[src/rtl/i2s_rx_frame.sv]
// I2S / left-justified stereo receiver: oversampled serial capture, framing FSM, 2-entry FWFT FIFO.
// Define I2S_RX_STATS_EN to add cnt_clr, err_cnt and drop_cnt.
module i2s_rx_frame #(
  parameter int unsigned DATA_W      = 24,
  parameter int unsigned MAX_SLOT    = 32,
  parameter int unsigned SYNC_STAGES = 2
) (
  input  logic              clk,
  input  logic              rst,
  input  logic              lj_mode,
  input  logic              I2S_sclk,
  input  logic              I2S_ws,
  input  logic              I2S_data,
  output logic [DATA_W-1:0] lft_chnnl,
  output logic [DATA_W-1:0] rght_chnnl,
  output logic              vld,
  input  logic              rdy,
  output logic              locked,
  output logic              frm_err,
  output logic              ovfl
`ifdef I2S_RX_STATS_EN
  ,
  input  logic              cnt_clr,
  output logic [15:0]       err_cnt,
  output logic [15:0]       drop_cnt
`endif
);

  typedef enum logic [1:0] {StHunt = 2'd0, StLeft = 2'd1, StRight = 2'd2} state_e;

  localparam int unsigned      CntW     = 6;
  localparam logic [CntW-1:0] CntDataW = CntW'(DATA_W);
  localparam logic [CntW-1:0] CntMax   = CntW'(MAX_SLOT);

  logic [SYNC_STAGES-1:0] sclk_sync_q, ws_sync_q, data_sync_q;
  logic                   sclk_prev_q, ws_prev_q, eff_prev_q;
  state_e                 state_q;
  logic [CntW-1:0]        cnt_q;
  logic [DATA_W-1:0]      sr_q, left_q;
  logic                   frm_err_q, ovfl_q;

  logic sclk_s, ws_s, data_s, sclk_rise;
  logic eff_ws, boundary, into_left, slot_full, push_req;

  always_ff @(posedge clk or posedge rst) begin
    if (rst) begin
      sclk_sync_q <= '0;
      ws_sync_q   <= '0;
      data_sync_q <= '0;
    end else begin
      sclk_sync_q <= {sclk_sync_q[SYNC_STAGES-2:0], I2S_sclk};
      ws_sync_q   <= {ws_sync_q[SYNC_STAGES-2:0], I2S_ws};
      data_sync_q <= {data_sync_q[SYNC_STAGES-2:0], I2S_data};
    end
  end

  assign sclk_s    = sclk_sync_q[SYNC_STAGES-1];
  assign ws_s      = ws_sync_q[SYNC_STAGES-1];
  assign data_s    = data_sync_q[SYNC_STAGES-1];
  assign sclk_rise = sclk_s & ~sclk_prev_q;

  // In I2S mode WS leads the data by one SCLK, so the channel owning this bit is last rise's WS.
  assign eff_ws    = lj_mode ? ws_s : ws_prev_q;
  assign boundary  = eff_ws != eff_prev_q;
  assign into_left = boundary && (eff_ws == lj_mode);
  assign slot_full = cnt_q >= CntDataW;
  assign push_req  = sclk_rise && (state_q == StRight) && boundary && slot_full;

  always_ff @(posedge clk or posedge rst) begin
    if (rst) begin
      sclk_prev_q <= 1'b0;
      ws_prev_q   <= 1'b0;
      eff_prev_q  <= 1'b0;
      state_q     <= StHunt;
      cnt_q       <= '0;
      sr_q        <= '0;
      left_q      <= '0;
      frm_err_q   <= 1'b0;
    end else begin
      sclk_prev_q <= sclk_s;
      frm_err_q   <= 1'b0;
      if (sclk_rise) begin
        ws_prev_q  <= ws_s;
        eff_prev_q <= eff_ws;
        if (boundary) begin
          cnt_q <= CntW'(1);
          sr_q  <= {{(DATA_W-1){1'b0}}, data_s};
        end else begin
          if (cnt_q != '1) cnt_q <= cnt_q + 1'b1;
          if (cnt_q < CntDataW) sr_q <= {sr_q[DATA_W-2:0], data_s};
        end
        case (state_q)
          StHunt: begin
            if (into_left) state_q <= StLeft;
          end
          StLeft: begin
            if (boundary) begin
              if (slot_full) begin
                left_q  <= sr_q;
                state_q <= StRight;
              end else begin
                frm_err_q <= 1'b1;
                state_q   <= StHunt;
              end
            end else if (cnt_q == CntMax) begin
              frm_err_q <= 1'b1;
              state_q   <= StHunt;
            end
          end
          StRight: begin
            if (boundary) begin
              if (slot_full) begin
                state_q <= StLeft;
              end else begin
                frm_err_q <= 1'b1;
                state_q   <= StHunt;
              end
            end else if (cnt_q == CntMax) begin
              frm_err_q <= 1'b1;
              state_q   <= StHunt;
            end
          end
          default: state_q <= StHunt;
        endcase
      end
    end
  end

  logic [2*DATA_W-1:0] mem_q [2];
  logic                rd_ptr_q, wr_ptr_q;
  logic [1:0]          count_q;
  logic                full, pop, push_ok;

  assign full    = count_q == 2'd2;
  assign pop     = vld && rdy;
  // A pop in the same cycle frees the head slot, so a full FIFO can still take the frame.
  assign push_ok = push_req && (!full || pop);

  always_ff @(posedge clk or posedge rst) begin
    if (rst) begin
      mem_q[0] <= '0;
      mem_q[1] <= '0;
      rd_ptr_q <= 1'b0;
      wr_ptr_q <= 1'b0;
      count_q  <= 2'd0;
      ovfl_q   <= 1'b0;
    end else begin
      ovfl_q <= push_req && full && !pop;
      if (push_ok) begin
        mem_q[wr_ptr_q] <= {left_q, sr_q};
        wr_ptr_q        <= ~wr_ptr_q;
      end
      if (pop) rd_ptr_q <= ~rd_ptr_q;
      case ({push_ok, pop})
        2'b10:   count_q <= count_q + 2'd1;
        2'b01:   count_q <= count_q - 2'd1;
        default: count_q <= count_q;
      endcase
    end
  end

  assign {lft_chnnl, rght_chnnl} = mem_q[rd_ptr_q];
  assign vld     = count_q != 2'd0;
  assign locked  = (state_q == StLeft) || (state_q == StRight);
  assign frm_err = frm_err_q;
  assign ovfl    = ovfl_q;

`ifdef I2S_RX_STATS_EN
  logic [15:0] err_cnt_q, drop_cnt_q;

  always_ff @(posedge clk or posedge rst) begin
    if (rst) begin
      err_cnt_q  <= '0;
      drop_cnt_q <= '0;
    end else if (cnt_clr) begin
      err_cnt_q  <= '0;
      drop_cnt_q <= '0;
    end else begin
      if (frm_err_q && err_cnt_q != 16'hFFFF) err_cnt_q <= err_cnt_q + 16'd1;
      if (ovfl_q && drop_cnt_q != 16'hFFFF) drop_cnt_q <= drop_cnt_q + 16'd1;
    end
  end

  assign err_cnt  = err_cnt_q;
  assign drop_cnt = drop_cnt_q;
`endif

endmodule

[config.mk]
export PLATFORM = sky130hd
export DESIGN_NAME = i2s_rx_frame
export DESIGN_NICKNAME = d
export VERILOG_FILES = /design/src/rtl/i2s_rx_frame.sv
export SDC_FILE = /design/constraint.sdc
export NUM_CORES = 1
export LEC_CHECK = 0
export ABC_CLOCK_PERIOD_IN_PS = 6430
export CAP_MARGIN = 20
export CORE_AREA = 8 8 120 122
export CTS_CLUSTER_DIAMETER = 200
export DETAILED_ROUTE_END_ITERATION = 10
export DIE_AREA = 0 0 128 130
export GPL_ROUTABILITY_DRIVEN = 0
export HOLD_SLACK_MARGIN = 0.12
export PLACE_DENSITY_LB_ADDON = 0.15
export SYNTH_ARGS = -nofsm -noshare
export SYNTH_HDL_FRONTEND = slang
export SYNTH_SLANG_ARGS = --single-unit
[constraint.sdc]
create_clock -name clk -period 6.43 [get_ports clk]
set_input_delay 1.286 -clock clk [delete_from_list [all_inputs] [get_ports clk]]
set_output_delay 1.286 -clock clk [all_outputs]
set_load 0.01 [all_outputs]
After elaboration in Yosys (flattened, before gate mapping):

Cells that the tools add are included.

* word-level logic and storage cells: 88
* input port bits: 7
* flip-flop bits (word level): 167
* output and inout bits: 52

* order comparisons: 5
* multiplexer cells: 24
* reductions and logical operators: 23
* add/sub/neg operators: 3
* eq/ne operators: 10
* bitwise gates (word level): 6

Operator list (count)
* 48-bit 2-to-1 mux: 4
* 96-bit bitwise mux: 1
* 48-bit demux with 1-bit select: 1
* 24-bit 2-to-1 mux: 2
* 6-bit 2-to-1 mux: 2
* 2-bit 2-to-1 mux: 5
* 1-bit logical AND: 9
* 2-bit nonzero test: 4
* 1-bit 2-to-1 mux: 7
* 6-bit by 1-bit adder with 6-bit output, second input constant: 1
* 2-bit == test, second input constant: 3
* 6-bit == test, second input constant: 1
* 6-bit by 5-bit >= comparator with 1-bit output, second input constant: 1
* 6-bit by 5-bit < comparator with 1-bit output, second input constant: 1
* 6-bit != test, second input constant: 1
* 2-bit one-hot mux with 3 select lines: 1
* 2-bit AND reduction: 3
* 2-bit by 1-bit == test with 1-bit output, second input constant: 2
* 2-bit >= comparator, second input constant: 2
* 1-bit NOT with 2-bit output: 2
* 2-bit one-hot mux with 2 select lines: 1
* 4-bit AND reduction: 1
* 1-bit NOT: 3
* 2-bit by 1-bit adder with 2-bit output, second input constant: 1
* other kinds (10): 12

Logic depth before layout (Yosys ltp):

* depth in word-level cells: 8
* gate-level depth with buffers: 8
* depth with buffers taken out: 8

Least setup slack after synthesis:

OpenSTA, ideal clock, no wires.

* path type: input port to flip-flop
* start point: input rdy
* end point: register mem_q[0] (netlist name)
* stages on the path: 6
* setup time: 127 ps
* buffers on the path: 2
* data required time: 6303 ps
* data arrival time: 2624 ps
* setup slack: 3679 ps
* cell sequence: or3b_1 -> and4_4 -> nand3_1 -> buf_2 -> buf_6 -> mux2_1

* cells in the longest elaborated chain, start to end: 3

RTL lines
* from (decl): RTL line 17 `input logic rdy,`
* 1-bit logical AND: RTL line 135 `assign pop = vld && rdy;`
* 1-bit logical OR: RTL line 137 `assign push_ok = push_req && (!full || pop);`
* 1-bit logical AND: RTL line 137
* to (signal, indexed assignment): RTL line 150 `mem_q[wr_ptr_q] <= {left_q, sr_q};`
* to (decl): RTL line 129 `logic [2*DATA_W-1:0] mem_q [2];`

No other way between the ends.
A chain may end at the register's enable or synchronous reset.

Final worst setup path:

* start point: register rd_ptr_q
* end point: output lft_chnnl[22]

* cells in the longest elaborated chain, start to end: 4

RTL lines
* from (decl): RTL line 130 `logic rd_ptr_q, wr_ptr_q;`
* from (signal assigned): RTL line 153 `if (pop) rd_ptr_q <= ~rd_ptr_q;`
* 1-bit NOT with 2-bit output (not written as such): RTL line 162 `assign {lft_chnnl, rght_chnnl} = mem_q[rd_ptr_q];`
* 48-bit 2-to-1 mux (not written as such) (3 in a row): RTL line 162
* to (decl): RTL line 14 `output logic [DATA_W-1:0] lft_chnnl,`

No other way between the ends. The select of a mux whose other input is x is not followed.

==> flow_summary.rst <==
.. list-table::
   :header-rows: 1

   * - Metric
     - Value
   * - Status
     - finished, final reports clean
   * - Critical-path cell list
     - buf_4 -> mux2_2 -> clkdlybuf4s50_1
   * - Max-cap viol count
     - 0
   * - Final min period
     - 3.74 ns
   * - Die outline width
     - 128 µm
   * - Cell type contributing the most total cell area after synthesis
     - dfrtp_1
   * - Largest fanout on the critical path
     - 37
   * - Origin of the critical flop-to-flop path
     - sclk_sync_q[1]$_DFF_PP0_
   * - Type of the setup path with the least slack
     - flop to output port
   * - Initial DRT Pass Iterations
     - 4
   * - Design Power
     - 2.42 mW
   * - Area of the die
     - 16600 µm²
   * - Critical path endpoint category
     - output port
   * - Placed inst area
     - 7830 µm²
   * - CTS buffer count
     - 17
   * - Overall routing resource usage
     - 16.5%
   * - Area used by sequential logic in the layout
     - 4180 µm²
   * - Highest-delay cell along the critical path
     - dfrtp_2
   * - Global-route wire length before repair
     - 21.4 mm
   * - Final setup skew
     - 0.00876 ns
   * - Number of global-route vias before repair
     - 4268
   * - Count of antenna diodes in the layout
     - 0
   * - Critical Path Source
     - rd_ptr_q$_DFFE_PP0P_
   * - Post-Route WL
     - 12.8 mm
   * - Cells after Synth
     - 464
   * - CP peak stage delay
     - 0.57 ns
   * - Average vias per placed instance
     - 5.53
   * - Effective utilization at floorplan
     - 57.4%
   * - Class of the worst hold path
     - flop to flop
   * - PD cells
     - 286 nW/µm²
   * - Fill cells
     - 910
   * - Maximum clock frequency
     - 267 MHz
   * - Count of standard-cell rows
     - 41
   * - Cell area after technology mapping
     - 7120 µm²
   * - Register clock-pin slew on the reported worst setup and hold paths
     - 0.06 ns
   * - Sequential share of the synthesized area
     - 58.7%
   * - Summed negative setup slack over all endpoints
     - 0 ns
   * - Post-Synthesis Net Count
     - 478
   * - Residual DRC
     - 0
   * - CTS H-tree depth
     - 4
   * - Number of unique standard cell types used by synthesis
     - 47
   * - Area taken by multi-input logic gates
     - 2780 µm²
   * - Slew of the pin with the lowest slew margin
     - 0.962 ns
   * - PortBufs
     - 58
   * - Largest net degree at the start of global routing
     - 128
   * - Worst slack on hold paths
     - 0.348 ns
   * - HPWL reported at the end of detailed placement
     - 7.78 mm
   * - Unrepaired setup endpoints after global routing
     - no
   * - Total of hold buffers inserted after clock tree synthesis
     - 0
   * - Post-route non-filler standard cell count
     - 709
   * - Critical path data arrival time
     - 2.46 ns
   * - Pre-CTS worst setup slack
     - 2.28 ns
   * - Yosys warning count
     - 0
   * - Sink count of the clock tree
     - 167
   * - Vertical extent of the die
     - 130 µm
   * - Number of resized instances in the post-cts repair step
     - 0
   * - Post-CTS Setup Inserts
     - 0
   * - Worst ir drop on vdd
     - 0.263 mV
   * - Floorplan Core Area
     - 12400 µm²
   * - Clock tree from TritonCTS
     - yes
   * - Area share of the largest cell type after synthesis
     - 58.7%
   * - Final net count
     - 538
   * - Hold wc startpoint
     - sclk_sync_q[0]$_DFF_PP0_
   * - Synth top area cells
     - dfrtp_1 59%, mux2_2 19%, mux2_1 4.4%, mux2_4 4.2%, a22o_1 3.1%
   * - Asr flop ratio synth
     - 100%
   * - Top_reg_cell synth
     - dfrtp_1
   * - Max-slew headroom
     - 35.7%
   * - Data required time at the worst endpoint
     - 5.14 ns
   * - Average detailed-routed wire length per instance
     - 18.1 µm
   * - Share of the clock period used by the worst path after layout
     - 58.2%
   * - Synthesized flop and latch total
     - 167
   * - Cell at the root of the clock tree
     - clkbuf_16
   * - Clock latency reported for the late side of the worst-skew pair
     - 0.42 ns
   * - EDFF count, synth
     - 0
   * - Violation count after the first detailed-routing iteration
     - 236
   * - Final worst-path setup slack
     - 2.69 ns
   * - Fin. Hold Viols
     - 0
   * - Element type at the critical path start
     - flop
   * - Leak
     - 4.12 nW
   * - Area Overhead vs Synth
     - 18.8%
   * - Synthesized area divided by synthesized cell count
     - 15.3 µm²
   * - Fraction of layout instances using a drive strength above 1
     - 35.6%
   * - Total number of vias
     - 3922
   * - Total of endpoints with negative setup slack in the final report
     - 0
   * - Global route total overflow
     - 0
   * - Number of antenna violations at the first check in global routing
     - 0
   * - Antenna violation net count after detailed routing
     - 0
   * - Number of max-slew violations in the final report
     - 0
   * - I/O pin count
     - 59
   * - Finished Cell Area
     - 8460 µm²
   * - Core Util, Final
     - 68.1%
   * - Post-placement cell count
     - 675
   * - Clock Path Buffers
     - 2
## power breakdown
part	internal, mW	switching (mW)	leakage, nW
Clock	0.617	0.374	0.288
Combinational	0.130	0.147	1.54
Sequential	1.09	0.0609	2.30
## worst max-delay path: cells and delay by family, from the launching register on
family / cells / cell delay, ns
DFF: 1 / 0.57
buffers and inverters: 2 / 1.02
muxes: 1 / 0.42
## cell families after synthesis
kind of cell / after synthesis / share of synthesized area [%]
AND/OR/NAND/NOR: 36 / 3.04
AO/OA/AOI/OAI: 43 / 4.96
XOR/XNOR: 8 / 1.25
buffers and inverters: 31 / 2.46
adder cells (fa/ha/maj): 7 / 1.23
multiplexers: 172 / 28.4
flip-flops: 167 / 58.7
## worst paths after layout
path,to,cells after the start,slack (ns)
worst max register to register,mem_q[18]$_DFFE_PP0P_,5,3.53
worst max-delay path,lft_chnnl[22],3,2.69
max in group asynchronous,mem_q[44]$_DFFE_PP0P_,3,4.39
worst min register to register,sclk_sync_q[1]$_DFF_PP0_,0,0.35
min in group asynchronous,eff_prev_q$_DFFE_PP0N_,2,1.22
worst min-delay path,sclk_sync_q[1]$_DFF_PP0_,0,0.35
## sequential cells by signal, indices dropped and copies added, names as in the netlist
name         count
mem_q           96
sclk_prev_q      1
left_q          24
state_q          2
cnt_q            6
ws_sync_q        2
wr_ptr_q         1
data_sync_q      2
ovfl             1
ws_prev_q        1
sr_q            24
eff_prev_q       1
rd_ptr_q         1
sclk_sync_q      2
count_q          2
frm_err          1
## synth_stat cells, types with 5 or more instances
cell / number
buf_6: 5
mux2_2: 121
a21oi_1: 5
ha_1: 7
a22o_1: 25
nand2_1: 11
dfrtp_1: 167
mux2_1: 28
buf_2: 11
mux2_4: 20
inv_1: 6
xnor2_1: 5
nor2_1: 5
## placed cells by master (no fill, tap or decap), types with 2 or more instances in the layout
cell type / synthesis / routed
a31o_2: 3 / 3
mux2_4: 20 / 20
a22o_1: 25 / 25
clkdlybuf4s50_1: 0 / 58
nor2b_1: 2 / 2
dfrtp_1: 167 / 166
xnor2_1: 5 / 5
nor2_1: 5 / 5
a21oi_1: 5 / 5
mux2_1: 28 / 28
mux2_2: 121 / 121
xor2_1: 2 / 2
ha_1: 7 / 7
o21ai_0: 2 / 2
nor3_4: 1 / 2
inv_1: 6 / 5
nand2_1: 11 / 11
clkbuf_16: 0 / 17
clkbuf_8: 0 / 8
clkbuf_1: 3 / 6
mux2i_1: 2 / 2
nand3b_1: 2 / 2
buf_4: 2 / 6
## layout make-up
class / count / share of cell area [%]
tap: 172 / 2.54
sequential: 167 / 49.4
clock buffer: 31 / 6.60
clock inverter: 1 / 0.355
inverter: 6 / 0.325
timing repair buffer: 66 / 7.85
multi-input combinational: 266 / 32.9
## metal layers
layer  vias to the layer above  part of all wire (%)  global-route usage, %
met1                      2037                    46                   20.8
met2                        72                    48                   26.5
li1                       1801                     -                      -
met4                         0                   1.3                   6.92
met3                        12                   4.6                   4.77
met5                         -                     0                      0
Power figures use the tool's default switching activity.
==> edit: new RTL, same flow settings <==
Set the parameter `DATA_W` to 12 (it was 24).
--- a/src/rtl/i2s_rx_frame.sv
+++ b/src/rtl/i2s_rx_frame.sv
@@ -3,3 +3,3 @@
 module i2s_rx_frame #(
-  parameter int unsigned DATA_W      = 24,
+  parameter int unsigned DATA_W      = 12,
   parameter int unsigned MAX_SLOT    = 32,
Ports: changed (resized lft_chnnl and rght_chnnl); port bits go from 59 to 35. No check against the original RTL was run, so the function may have changed too.
==> edit against the unedited design <==
Final area decreased by 40%. Die area unchanged. Power decreased by 38%. Area after synthesis decreased by 40%. Worst hold slack about the same. First-iteration DRC count decreased by 56%. Global-route usage decreased by 5.8 points. Routed wire length decreased by 36%. Sequential power decreased by 38%. Sequential cell count decreased by 72. Setup slack got worse by 120 ps. Highest routed layer unchanged.
==> edit: results (changes against the unedited design) <==
* First-pass GRT wire length at 13800 µm (was 21400 µm)
* Netlist cell types at 40 (was 47)
* Clock latency at the later pin of the worst-skew pair at 340 ps (was 420 ps)
* Flop-to-flop setup slack at 3700 ps (was 3530 ps)
* Skew final at 8.66 ps (was 8.76 ps)
* Top cells by area, synth: dfrtp_1 (56%), mux2_4 (14%), mux2_2 (12%) (was dfrtp_1 (59%), mux2_2 (19%), mux2_1 (4.4%))
* Top Registers: mem_q x48, left_q x12, sr_q x12 (was mem_q x96, left_q x24, sr_q x24)
* Tot GR Track Use at 0.108 (was 0.165)
* HPWL after DPL at 5150 µm (was 7780 µm)
* Drt initial violations at 103 (was 236)
* Final instance area at 5030 µm² (was 8460 µm²)
* DR WL met3 at 346 µm (was 592 µm)
* Post-synthesis sequential area ratio at 0.558 (was 0.587)
* Crit path max fanout at 24 (was 37)
* Nets at 344 (was 538)
* DR WL/cell at 16.1 µm (was 18.1 µm)
* IO Port Bufs at 34 (was 58)
* Mapped Nets at 308 (was 478)
* Post-DP Area at 4730 µm² (was 7830 µm²)
* Detail Route met2 WL at 3830 µm (was 6170 µm)
* Worst vdd ir at 0.153 mV (was 0.263 mV)
* Filler cells at 1171 (was 910)
* Inserted Clock Buffers at 9 (was 17)
* Worst R2R Start: ws_prev_q (was sclk_sync_q[1])
* Setup crit start: lj_mode (was rd_ptr_q)
* Layout cells sized above 1 at 0.340 (was 0.356)
* Pre-CTS WS at 2180 ps (was 2280 ps)
* Via count at 2376 (was 3922)
* Fmax at 259 MHz (was 267 MHz)
* H-tree depth at 3 (was 4)
* Number of global-route vias before repair at 2627 (was 4268)
* Leak Pwr at 2.40 nW (was 4.12 nW)
* Status: finished, final reports clean (unchanged)
* Largest net degree at the start of global routing at 82 (was 128)
edit: changes by cell type after synthesis, moves of 5 or more:
| cell | before | now |
|---|---|---|
| mux2_1 | 28 | 0 |
| dfrtp_1 | 167 | 95 |
| mux2_4 | 20 | 40 |
| mux2_2 | 121 | 45 |
| a22o_1 | 25 | 12 |
| nand2_1 | 11 | 16 |
| buf_2 | 11 | 2 |
edit: worst paths after layout:
kind                             endpoint  depth (start not counted)
setup / recovery                mem_q[23]                          6
hold / removal             sclk_sync_q[1]                          0
setup reg to reg                mem_q[23]                          5
hold reg to reg            sclk_sync_q[1]                          0
max in group asynchronous     sclk_prev_q                          4
min in group asynchronous       mem_q[26]                          2
edit: critical path: stages:
cell,delay (ps)
clkdlybuf4s50_1,530
mux2i_2,300
xor2_1,730
nor3_2,150
nand2_2,670
mux2_2,420
edit: metrics by stage:
| step | hold WS [ps] | cells |
|---|---|---|
| floorplan | 331 | 294 |
| global placement | 333 | 490 |
| detailed placement | 336 | 490 |
| CTS | 350 | 506 |
| global route | 359 | 507 |
| finish | 347 | 507 |
edit: cell type report:
type	instances	share of cell area
Clock buffer	9	0.0447
Timing Repair Buffer	39	0.0790
Inverter	6	0.00472
Tap cell	172	0.0427
Sequential cell	95	0.472
Multi-Input combinational cell	179	0.347
Clock inverter	7	0.00944
edit: metal layers:
metal,vias up,GRT usage
met1,1195,0.131
met4,0,0.0420
met3,14,0.0339
li1,1119,-
met2,48,0.175
met5,-,0
edit: where the power goes:
part / switching (mW) / internal, mW
Sequential: 0.0608 / 0.653
Clock: 0.226 / 0.262
Combinational: 0.150 / 0.146
edit: kinds of logic after synthesis:
| logic type | Yosys count | share of synthesized area |
|---|---|---|
| mux | 86 | 0.263 |
| simple gates | 48 | 0.0602 |
| compound gates | 31 | 0.0520 |
| flops | 95 | 0.558 |
| fa+ha+maj | 7 | 0.0206 |
| buf+inv | 20 | 0.0311 |
| xor+xnor | 7 | 0.0144 |
